File: src/rtl/mem_stage_if.sv
// Data-memory bus between the memory stage (master) and the data memory (slave).
// Carries the request handshake (address, write enable, lane data and strobes)
// and the response (load data / store acknowledge).
interface mem_stage_if #(
    parameter int XLEN = 64
);
    logic              dmem_req_valid;
    logic              dmem_req_ready;
    logic [XLEN-1:0]   dmem_req_addr;
    logic              dmem_req_we;
    logic [XLEN-1:0]   dmem_req_wdata;
    logic [XLEN/8-1:0] dmem_req_wstrb;
    logic              dmem_resp_valid;
    logic [XLEN-1:0]   dmem_resp_rdata;

    modport master (
        output dmem_req_valid,
        input  dmem_req_ready,
        output dmem_req_addr,
        output dmem_req_we,
        output dmem_req_wdata,
        output dmem_req_wstrb,
        input  dmem_resp_valid,
        input  dmem_resp_rdata
    );

    modport slave (
        input  dmem_req_valid,
        output dmem_req_ready,
        input  dmem_req_addr,
        input  dmem_req_we,
        input  dmem_req_wdata,
        input  dmem_req_wstrb,
        output dmem_resp_valid,
        output dmem_resp_rdata
    );
endinterface

File: src/rtl/mem_stage.sv
// Memory stage of the 5-stage core (between EX and WB).
// Holds one instruction, runs the data-memory request/response handshake for
// loads and stores, drives the `me` forwarding port from the held state and the
// `wb` commit port through a one-cycle register.
module mem_stage #(
    parameter int XLEN = 64
) (
    input  logic            clock,
    input  logic            reset,

    // EX -> MEM
    input  logic            ex_valid,
    output logic            ex_ready,
    input  logic [4:0]      ex_rd,
    input  logic            ex_rd_en,
    input  logic [XLEN-1:0] ex_result,
    input  logic            ex_is_load,
    input  logic            ex_is_store,
    input  logic [1:0]      ex_size,
    input  logic            ex_unsigned,
    input  logic [XLEN-1:0] ex_store_data,

    // Data memory
    mem_stage_if.master     dmem,

    // Forwarding port
    output logic [4:0]      me_rd,
    output logic            me_rd_en,
    output logic            me_rd_forward,
    output logic [XLEN-1:0] me_rd_value,

    // Commit port
    output logic [4:0]      wb_rd,
    output logic            wb_rd_en,
    output logic [XLEN-1:0] wb_rd_value
);

    typedef enum logic [1:0] {
        S_IDLE  = 2'd0,
        S_REQ   = 2'd1,
        S_WAIT  = 2'd2,
        S_READY = 2'd3
    } state_e;

    state_e            state_q;
    logic [4:0]        rd_q;
    logic              rd_en_q;
    logic              is_load_q;
    logic [1:0]        size_q;
    logic              unsigned_q;
    logic [XLEN-1:0]   addr_q;
    logic              we_q;
    logic [XLEN-1:0]   wdata_q;
    logic [XLEN/8-1:0] wstrb_q;
    logic [XLEN-1:0]   value_q;

    logic [4:0]        wb_rd_q;
    logic              wb_rd_en_q;
    logic [XLEN-1:0]   wb_value_q;

    logic              accept;
    logic [XLEN-1:0]   wdata_d;
    logic [XLEN/8-1:0] wstrb_d;
    logic [XLEN-1:0]   lane;
    logic [XLEN-1:0]   load_value_d;

    assign ex_ready = (state_q == S_IDLE) || (state_q == S_READY);
    assign accept   = ex_valid && ex_ready;

    // Store lane generation: replicate the low bytes and place the strobes at the byte offset.
    always_comb begin
        // NOTE: every always_comb output gets a default first so no path can infer a latch.
        wdata_d = '0;
        wstrb_d = '0;
        unique case (ex_size)
            2'd0: begin
                wdata_d = {8{ex_store_data[7:0]}};
                wstrb_d = 8'h01 << ex_result[2:0];
            end
            2'd1: begin
                wdata_d = {4{ex_store_data[15:0]}};
                wstrb_d = 8'h03 << ex_result[2:0];
            end
            2'd2: begin
                wdata_d = {2{ex_store_data[31:0]}};
                wstrb_d = 8'h0F << ex_result[2:0];
            end
            default: begin
                wdata_d = ex_store_data;
                wstrb_d = 8'hFF << ex_result[2:0];
            end
        endcase
    end

    // Load lane extraction: shift the addressed bytes down, then sign- or zero-extend.
    always_comb begin
        lane         = dmem.dmem_resp_rdata >> {addr_q[2:0], 3'b000};
        load_value_d = '0;
        unique case (size_q)
            2'd0: load_value_d = unsigned_q ? {56'b0, lane[7:0]}  : {{56{lane[7]}},  lane[7:0]};
            2'd1: load_value_d = unsigned_q ? {48'b0, lane[15:0]} : {{48{lane[15]}}, lane[15:0]};
            2'd2: load_value_d = unsigned_q ? {32'b0, lane[31:0]} : {{32{lane[31]}}, lane[31:0]};
            default: load_value_d = lane;
        endcase
    end

    // Stage FSM with held instruction fields and the one-cycle commit register.
    always_ff @(posedge clock) begin
        if (reset) begin
            // NOTE: the held datapath registers are reset too, because every data output must read 0 after reset.
            state_q    <= S_IDLE;
            rd_q       <= '0;
            rd_en_q    <= 1'b0;
            is_load_q  <= 1'b0;
            size_q     <= '0;
            unsigned_q <= 1'b0;
            addr_q     <= '0;
            we_q       <= 1'b0;
            wdata_q    <= '0;
            wstrb_q    <= '0;
            value_q    <= '0;
            wb_rd_q    <= '0;
            wb_rd_en_q <= 1'b0;
            wb_value_q <= '0;
        end else begin
            // NOTE: non-blocking assignments so every register here samples pre-edge values.
            wb_rd_en_q <= (state_q == S_READY) && rd_en_q;
            wb_rd_q    <= rd_q;
            wb_value_q <= value_q;

            unique case (state_q)
                S_IDLE, S_READY: begin
                    if (accept) begin
                        rd_q       <= ex_rd;
                        rd_en_q    <= ex_rd_en;
                        is_load_q  <= ex_is_load;
                        size_q     <= ex_size;
                        unsigned_q <= ex_unsigned;
                        addr_q     <= ex_result;
                        we_q       <= ex_is_store;
                        wdata_q    <= ex_is_store ? wdata_d : '0;
                        wstrb_q    <= ex_is_store ? wstrb_d : '0;
                        value_q    <= ex_result;
                        state_q    <= (ex_is_load || ex_is_store) ? S_REQ : S_READY;
                    end else begin
                        state_q    <= S_IDLE;
                    end
                end
                S_REQ: begin
                    if (dmem.dmem_req_ready) begin
                        state_q <= S_WAIT;
                    end
                end
                S_WAIT: begin
                    if (dmem.dmem_resp_valid) begin
                        if (is_load_q) begin
                            value_q <= load_value_d;
                        end
                        state_q <= S_READY;
                    end
                end
                default: state_q <= S_IDLE;
            endcase
        end
    end

    assign dmem.dmem_req_valid = (state_q == S_REQ);
    assign dmem.dmem_req_addr  = addr_q;
    assign dmem.dmem_req_we    = we_q;
    assign dmem.dmem_req_wdata = wdata_q;
    assign dmem.dmem_req_wstrb = wstrb_q;

    assign me_rd         = rd_q;
    assign me_rd_en      = (state_q != S_IDLE) && rd_en_q;
    assign me_rd_forward = (state_q == S_READY);
    assign me_rd_value   = value_q;

    assign wb_rd       = wb_rd_q;
    assign wb_rd_en    = wb_rd_en_q;
    assign wb_rd_value = wb_value_q;

endmodule

File: src/flat_wrapper.sv
// flat-port wrapper written by rule: the top's interface ports become plain ports
module mem_stage_flat 
#(
    parameter int XLEN = 64
)
  (clock, reset, ex_valid, ex_ready, ex_rd, ex_rd_en, ex_result, ex_is_load, ex_is_store, ex_size, ex_unsigned, ex_store_data, me_rd, me_rd_en, me_rd_forward, me_rd_value, wb_rd, wb_rd_en, wb_rd_value, dmem_dmem_req_valid, dmem_dmem_req_ready, dmem_dmem_req_addr, dmem_dmem_req_we, dmem_dmem_req_wdata, dmem_dmem_req_wstrb, dmem_dmem_resp_valid, dmem_dmem_resp_rdata);
  mem_stage_if #(.XLEN(XLEN)) dmem_i ();
  input  logic clock;
  input  logic reset;
  input  logic ex_valid;
  output logic ex_ready;
  input  logic [4:0] ex_rd;
  input  logic ex_rd_en;
  input  logic [XLEN-1:0] ex_result;
  input  logic ex_is_load;
  input  logic ex_is_store;
  input  logic [1:0] ex_size;
  input  logic ex_unsigned;
  input  logic [XLEN-1:0] ex_store_data;
  output logic [4:0] me_rd;
  output logic me_rd_en;
  output logic me_rd_forward;
  output logic [XLEN-1:0] me_rd_value;
  output logic [4:0] wb_rd;
  output logic wb_rd_en;
  output logic [XLEN-1:0] wb_rd_value;
  output wire logic [$bits(dmem_i.dmem_req_valid)-1:0] dmem_dmem_req_valid;
  input wire logic [$bits(dmem_i.dmem_req_ready)-1:0] dmem_dmem_req_ready;
  output wire logic [$bits(dmem_i.dmem_req_addr)-1:0] dmem_dmem_req_addr;
  output wire logic [$bits(dmem_i.dmem_req_we)-1:0] dmem_dmem_req_we;
  output wire logic [$bits(dmem_i.dmem_req_wdata)-1:0] dmem_dmem_req_wdata;
  output wire logic [$bits(dmem_i.dmem_req_wstrb)-1:0] dmem_dmem_req_wstrb;
  input wire logic [$bits(dmem_i.dmem_resp_valid)-1:0] dmem_dmem_resp_valid;
  input wire logic [$bits(dmem_i.dmem_resp_rdata)-1:0] dmem_dmem_resp_rdata;
  assign dmem_dmem_req_valid = dmem_i.dmem_req_valid;
  assign dmem_i.dmem_req_ready = dmem_dmem_req_ready;
  assign dmem_dmem_req_addr = dmem_i.dmem_req_addr;
  assign dmem_dmem_req_we = dmem_i.dmem_req_we;
  assign dmem_dmem_req_wdata = dmem_i.dmem_req_wdata;
  assign dmem_dmem_req_wstrb = dmem_i.dmem_req_wstrb;
  assign dmem_i.dmem_resp_valid = dmem_dmem_resp_valid;
  assign dmem_i.dmem_resp_rdata = dmem_dmem_resp_rdata;
  mem_stage #(.XLEN(XLEN)) u_core (.clock(clock), .reset(reset), .ex_valid(ex_valid), .ex_ready(ex_ready), .ex_rd(ex_rd), .ex_rd_en(ex_rd_en), .ex_result(ex_result), .ex_is_load(ex_is_load), .ex_is_store(ex_is_store), .ex_size(ex_size), .ex_unsigned(ex_unsigned), .ex_store_data(ex_store_data), .dmem(dmem_i), .me_rd(me_rd), .me_rd_en(me_rd_en), .me_rd_forward(me_rd_forward), .me_rd_value(me_rd_value), .wb_rd(wb_rd), .wb_rd_en(wb_rd_en), .wb_rd_value(wb_rd_value));
endmodule
File: config.mk
export PLATFORM = sky130hd
export DESIGN_NAME = mem_stage_flat
export DESIGN_NICKNAME = d
export VERILOG_FILES = /design/src/rtl/mem_stage_if.sv /design/src/rtl/mem_stage.sv /design/src/flat_wrapper.sv
export SDC_FILE = /design/constraint.sdc
export NUM_CORES = 1
export LEC_CHECK = 0
export CAP_MARGIN = 30
export CORE_ASPECT_RATIO = 1.5
export CORE_MARGIN = 10
export CORE_UTILIZATION = 23
export CTS_BUF_LIST = sky130_fd_sc_hd__clkbuf_8 sky130_fd_sc_hd__clkbuf_16
export CTS_CLUSTER_DIAMETER = 150
export DETAILED_ROUTE_END_ITERATION = 12
export DONT_BUFFER_PORTS = 1
export HOLD_SLACK_MARGIN = 0.06
export MAX_ROUTING_LAYER = met4
export SETUP_SLACK_MARGIN = 0.1
export SYNTH_ARGS = -nofsm -noshare
export SYNTH_HDL_FRONTEND = slang
export SYNTH_SLANG_ARGS = --single-unit
export TNS_END_PERCENT = 10
File: constraint.sdc
create_clock -name clock -period 3.7 [get_ports clock]
set_input_delay 0.555 -clock clock [delete_from_list [all_inputs] [get_ports clock]]
set_output_delay 0.555 -clock clock [all_outputs]
set_load 0.02 [all_outputs]
==> results.cfg <==
[run_status]
outcome = completed

[sta]
tns_ps = 0
rsz0062_at_grt = false
hold_violations = 0
worst_clock_skew_ps = 12.5
max_slew.worst_pin.slew_ps = 908
fin_crit_sh = 0.767
layout_setup_ws_ps = 862
fin_crit_ps = 2840
setup_violations = 0
max_freq_mhz = 352
relSlewSlack = 0.387
slew_violations = 0

[layout]
fin_cells = 2213
syn_to_final_growth_pct = 12.8
layout_commonest_cell = dfxtp_1
layout.nets = 1643
mostFrequentLayoutCells = dfxtp_1 (281), nand2_1 (232), a21oi_1 (173), nor2_1 (121), nor2b_1 (87)
drive_gt1_frac = 0.126
final_area_sq_mm = 0.0147

[global_routing]
grt_usage = 0.174
antenna_found_initial = 7
grt_first_pass_wirelength_mm = 84.9
grt_pass1_vias = 11119
grt-ovfl-total = 0
grt_max_degree = 218

[worst_setup_path]
path_common_cell = buf_4
r2r_slack_ps = 860
required_ps = 4190
r2r_cells = 7
max_stage_delay_ps = 820
crit_type = flop to flop
worst_path_max_delay_cell = dfxtp_4
cp_cell_sequence = buf_4, mux2_2, nor2_1, o311ai_0, buf_4, o21ai_0, o31ai_1
worstPathMaxFanout = 48
worst_ep_arrival_time_ps = 3330
start_kind = flop
r2r-end = u_core.me_rd_value[2]$_SDFFE_PP0P_
cp-end-kind = flop
reg2reg_from = u_core.dmem.dmem_req_addr[1]$_SDFFE_PP0P_

[synth]
dominantRegCellSynth = dfxtp_1
yosysSeqAreaShare = 0.436
synth-seq-cells = 283
synth_cell_types = 56
yosysTopAreaCellShare = 0.436
syn_area_per_cell_sq_um = 8.63
synthArstFlopShare = 0
syn_area_sq_mm = 0.0130
synth_nets = 1719
yosys_warnings = 0
synth_area_leaders = dfxtp_1 (44%), nand2_1 (6.7%), a21oi_1 (6.7%)
synth_top_cell_by_area = dfxtp_1
syn_inst = 1507
synth_edf_count = 0

[die]
die_x_microns = 214
core-area_sq_mm = 0.0558
die_area_sq_mm = 0.0666
ioPinCount = 488
start_util = 0.233
num_rows = 106
chipHeight_microns = 311

[run]
maxCapViolations = 0

[clocking]
cts_buffers = 30
root_buffer = clkbuf_16
clock_sinks = 283
htree_levels = 1
post_cts_resized = 0
insertion_delay_ps = 580
cts.hold.buffers_added = 2
clk_path_buf_depth = 3
cts_tree = built
clk_pin_slew_ps = 70
cts_setup_buffers = 0

[drt]
remaining_drc_errors = 0
dr.first_iter.drc_count = 818
antenna_left = 0
wl_per_cell_microns = 27.1
routed_wl_mm = 60.1
viasPerCell = 5.08
dr.pass1.iters = 7
vias = 11237

[place]
post-dp-hpwl_mm = 46.2
io_buffers = 0
dp.cells = 2153
gp_congestion = 0.915
place_ws_ps = 815
dpl-instance-area_sq_mm = 0.0136

[power]
p_per_area_mw_per_mm2 = 851
vdd_drop_max_mv = 0.354
power_leakage_nw = 5.08

[hold_path]
hold_path.class = input port to flop
hold_path.startpoint = ex_result[14]
holdPathEnd = u_core.dmem.dmem_req_addr[14]$_SDFFE_PP0P_
hold_depth = 2
## report_power, final
| part | internal [W] | switching, W | total, W | leakage [nW] |
|---|---|---|---|---|
| logic | 0.00131 | 0.00238 | 0.00369 | 2.24 |
| clock network | 0.00182 | 0.00137 | 0.00319 | 0.524 |
| registers | 0.00384 | 0.00175 | 0.00560 | 2.31 |
## Yosys cell counts (all sizes together), types with 17 or more instances
master	count
a211oi	18
o22ai	50
buf	46
a21oi	173
dfxtp	283
inv	17
mux2i	53
o2bb2ai	18
a21o	18
mux2	48
nor3	18
clkbuf	89
nor2b	88
nor4	20
a22oi	24
o21ai	75
nand3	18
nor2	121
nand2	233
## flip-flops by register name (all words and copies together) (netlist names), 2 cells and up
signal / count
u_core.dmem.dmem_req_addr: 64
u_core.dmem.dmem_req_wdata: 64
u_core.dmem.dmem_req_wstrb: 8
u_core.me_rd: 5
u_core.me_rd_value: 64
u_core.size_q: 2
u_core.state_q: 2
u_core.wb_rd: 5
u_core.wb_rd_value: 64
## per-stage QoR
step | utilization | hold slack, ps | total power, W
finish | 0.263 | 103 | 0.0125
global route | 0.263 | 71.5 | 0.0131
CTS | 0.263 | 62.5 | 0.0127
detailed placement | 0.243 | 458 | 0.00944
global placement | 0.243 | 443 | 0.00932
floorplan | - | 418 | 0.00801
## cell families after synthesis
kind of cell	share of synthesized area
compound gates	0.216
fa+ha+maj	0.00385
buf+inv	0.0528
flops	0.436
mux	0.109
simple gates	0.183
## how the worst max path moves through the flow
stage	cells past startpoint	to	slack, ps	from
floorplan	7	u_core.me_rd_value[54]$_SDFFE_PP0P_	1700	u_core.dmem.dmem_req_addr[1]$_SDFFE_PP0P_
detailed placement	7	u_core.me_rd_value[2]$_SDFFE_PP0P_	820	u_core.dmem.dmem_req_addr[1]$_SDFFE_PP0P_
CTS	7	u_core.me_rd_value[2]$_SDFFE_PP0P_	770	u_core.dmem.dmem_req_addr[1]$_SDFFE_PP0P_
global route	7	u_core.me_rd_value[2]$_SDFFE_PP0P_	610	u_core.dmem.dmem_req_addr[1]$_SDFFE_PP0P_
finish	7	u_core.me_rd_value[2]$_SDFFE_PP0P_	860	u_core.dmem.dmem_req_addr[1]$_SDFFE_PP0P_
global placement	6	u_core.me_rd_value[3]$_SDFFE_PP0P_	730	u_core.dmem.dmem_req_addr[1]$_SDFFE_PP0P_
## critical path, delay by kind of cell, from the launching register on
family	cells	cell delay, ps
AOI/OAI and AO/OA	3	950
buffers and inverters	2	650
DFF	1	820
muxes	1	240
and+or+nand+nor	1	40
## final cells by class
class | instances | area [sq um]
sequential | 283 | 5670
clock buffer | 35 | 831
fill | 5974 | 41200
clock inverter | 21 | 206
antenna | 2 | 5.00
inverter | 17 | 63.8
multi-input combinational | 1072 | 6690
timing repair buffer | 27 | 248
tap | 756 | 946
## routing by layer
metal  vias up  track usage  wire, microns
met5         -            -              0
met4         0       0.0548           1830
met3        91       0.0656           6680
met2       623        0.305          30600
met1      5378        0.177          21000
li1       5145            -              -
Note: power is estimated with default switching activity, not from simulation.
==> RTL edit: new RTL, config.mk and constraints unchanged <==
Re-encode `state_e` (4 states) as one-hot, 4 bits wide.
--- a/src/rtl/mem_stage.sv
+++ b/src/rtl/mem_stage.sv
@@ -37,7 +37,7 @@
 
-    typedef enum logic [1:0] {
-        S_IDLE  = 2'd0,
-        S_REQ   = 2'd1,
-        S_WAIT  = 2'd2,
-        S_READY = 2'd3
+    typedef enum logic [3:0] {
+        S_IDLE  = 4'b0001,
+        S_REQ   = 4'b0010,
+        S_WAIT  = 4'b0100,
+        S_READY = 4'b1000
     } state_e;
Behaviour: same outputs for any inputs over 4 cycles, from zero or initial values and one cycle with reset high; so few cycles prove little.
==> RTL edit against the unedited design <==
  * Sequential cell count up 2
  * Synthesized cell count grew 0.20%
  * Routed wire length grew 9.3%
  * Die area increased by 1.3%
  * Critical path depth stayed put
  * Synthesized area up 1.4%
  * Worst setup slack got worse by 0.21 ns
  * Final area is 6.0% higher
  * Critical path type unchanged
  * Largest cell class unchanged
Power is not compared: it rests on default switching activity, and its combinational part moved more than twofold at a synthesized area within 25%.
==> RTL edit: results (changes against the unedited design) <==
- The cell area after placement is 13800 µm² (was 13600 µm²).
- Cell types with the highest counts after synthesis: sky130_fd_sc_hd__dfxtp_1, sky130_fd_sc_hd__nand2_1, sky130_fd_sc_hd__a21oi_1 (unchanged).
- The number of placed instances with taps included came to 2155 (was 2153).
- The global-route wire length before repair is 91.4 mm (was 84.9 mm).
- The fraction of final layout cells with drive strength greater than 1 is 12.0% (was 12.6%).
- The average vias per placed instance is 5.25 (was 5.08).
- The delay contributed by the slowest stage of the critical path was 0.80 ns (was 0.82 ns).
- The sequential fraction of the synthesis area was 43.3% (was 43.6%).
- The number of antenna violations at the first check in global routing was 10 (was 7).
- The arrival time at the worst endpoint is 3.55 ns (was 3.33 ns).
- The reg2reg setup slack is 0.65 ns (was 0.86 ns).
- The setup skew after layout is 0.0265 ns (was 0.0125 ns).
- The aggregate routed wire length is 65.7 mm (was 60.1 mm).
- The tightest slew margin relative to the limit was 38.3% (was 38.7%).
- The total routing resource utilization after global routing was 18.8% (was 17.4%).
- The met1 capacity usage during global routing was 18.0% (was 17.7%).
- The fill cell total of the finished layout is 6097 (was 5974).
- The gate count after technology mapping is 1510 (was 1507).
- The number of iterations in the first detailed-routing pass came to 5 (was 7).
- The worst hold path depth is 1 (was 2).
- The source-to-sink clock delay at the later pin of the worst-skew pair is 0.60 ns (was 0.58 ns).
- The maximum fanout along the worst path is 44 (was 48).
- The met3 usage is 7.97% (was 6.56%).
- The global routing usage on met2 is 31.6% (was 30.5%).
- Top area cells in the synthesized netlist: sky130_fd_sc_hd__dfxtp_1, sky130_fd_sc_hd__nand2_1, sky130_fd_sc_hd__mux2i_1, sky130_fd_sc_hd__a21oi_1, sky130_fd_sc_hd__nor2b_1 (was sky130_fd_sc_hd__dfxtp_1, sky130_fd_sc_hd__nand2_1, sky130_fd_sc_hd__a21oi_1, sky130_fd_sc_hd__nor2b_1, sky130_fd_sc_hd__mux2i_1).
- The start point of the worst hold path was reset (was ex_result[14]).
- Outcome: finished clean (unchanged).
[RTL edit: changes by cell type in the layout (fill, tap and decap cells not counted), sizes merged, moves of 13 or more]
cell	change
o2bb2ai	-14
a21oi	-20
o21ai	-34
nand2	+47
a221oi	+13
dlygate4sd3	+33
o31ai	+17
mux2i	+31
nor2	-38
o22ai	-46
a21o	-14
nand3	+18
[RTL edit: critical path, delay by kind of cell, from the launching register on]
| family | cells | cell delay, ns |
|---|---|---|
| buffers and inverters | 2 | 0.57 |
| DFF | 1 | 0.80 |
| muxes | 2 | 0.80 |
| and+or+nand+nor | 2 | 0.42 |
| AOI/OAI and AO/OA | 1 | 0.30 |
[RTL edit: area by class of cell]
cell class	instances	area [µm²]	area share, %
diodes	12	30.0	0.193
clock buffers	35	831	5.35
clock inverters	23	344	2.21
inverters	7	26.3	0.169
multi-input cells	1078	6930	44.6
flip-flops and latches	285	5710	36.8
well taps	763	955	6.14
repair buffers	63	708	4.56
[RTL edit: repair_timing]
| action | CTS | global route |
|---|---|---|
| buffers inserted | 0 | 0 |
| hold buffers | 40 | 0 |
| endpoints found under the hold margin | 65 | 0 |
[RTL edit: power by group]
group          total [mW]  switching [mW]  internal, mW
registers            3.69           0.430          3.26
clock network        3.59            1.41          2.18
logic                1.05           0.639         0.415
[RTL edit: through the flow]
stage | power [mW] | worst slack (ns)
finish | 8.33 | 0.654
global route | 8.62 | 0.516
CTS | 8.43 | 0.696
detailed placement | 4.70 | 0.716
global placement | 4.67 | 0.804
floorplan | 4.41 | 1.42
[RTL edit: cell families after synthesis]
logic type | synth area share [%]
compound gates | 18.5
xor+xnor | 0.0664
buf+inv | 4.61
flops | 43.3
mux | 12.9
simple gates | 20.6
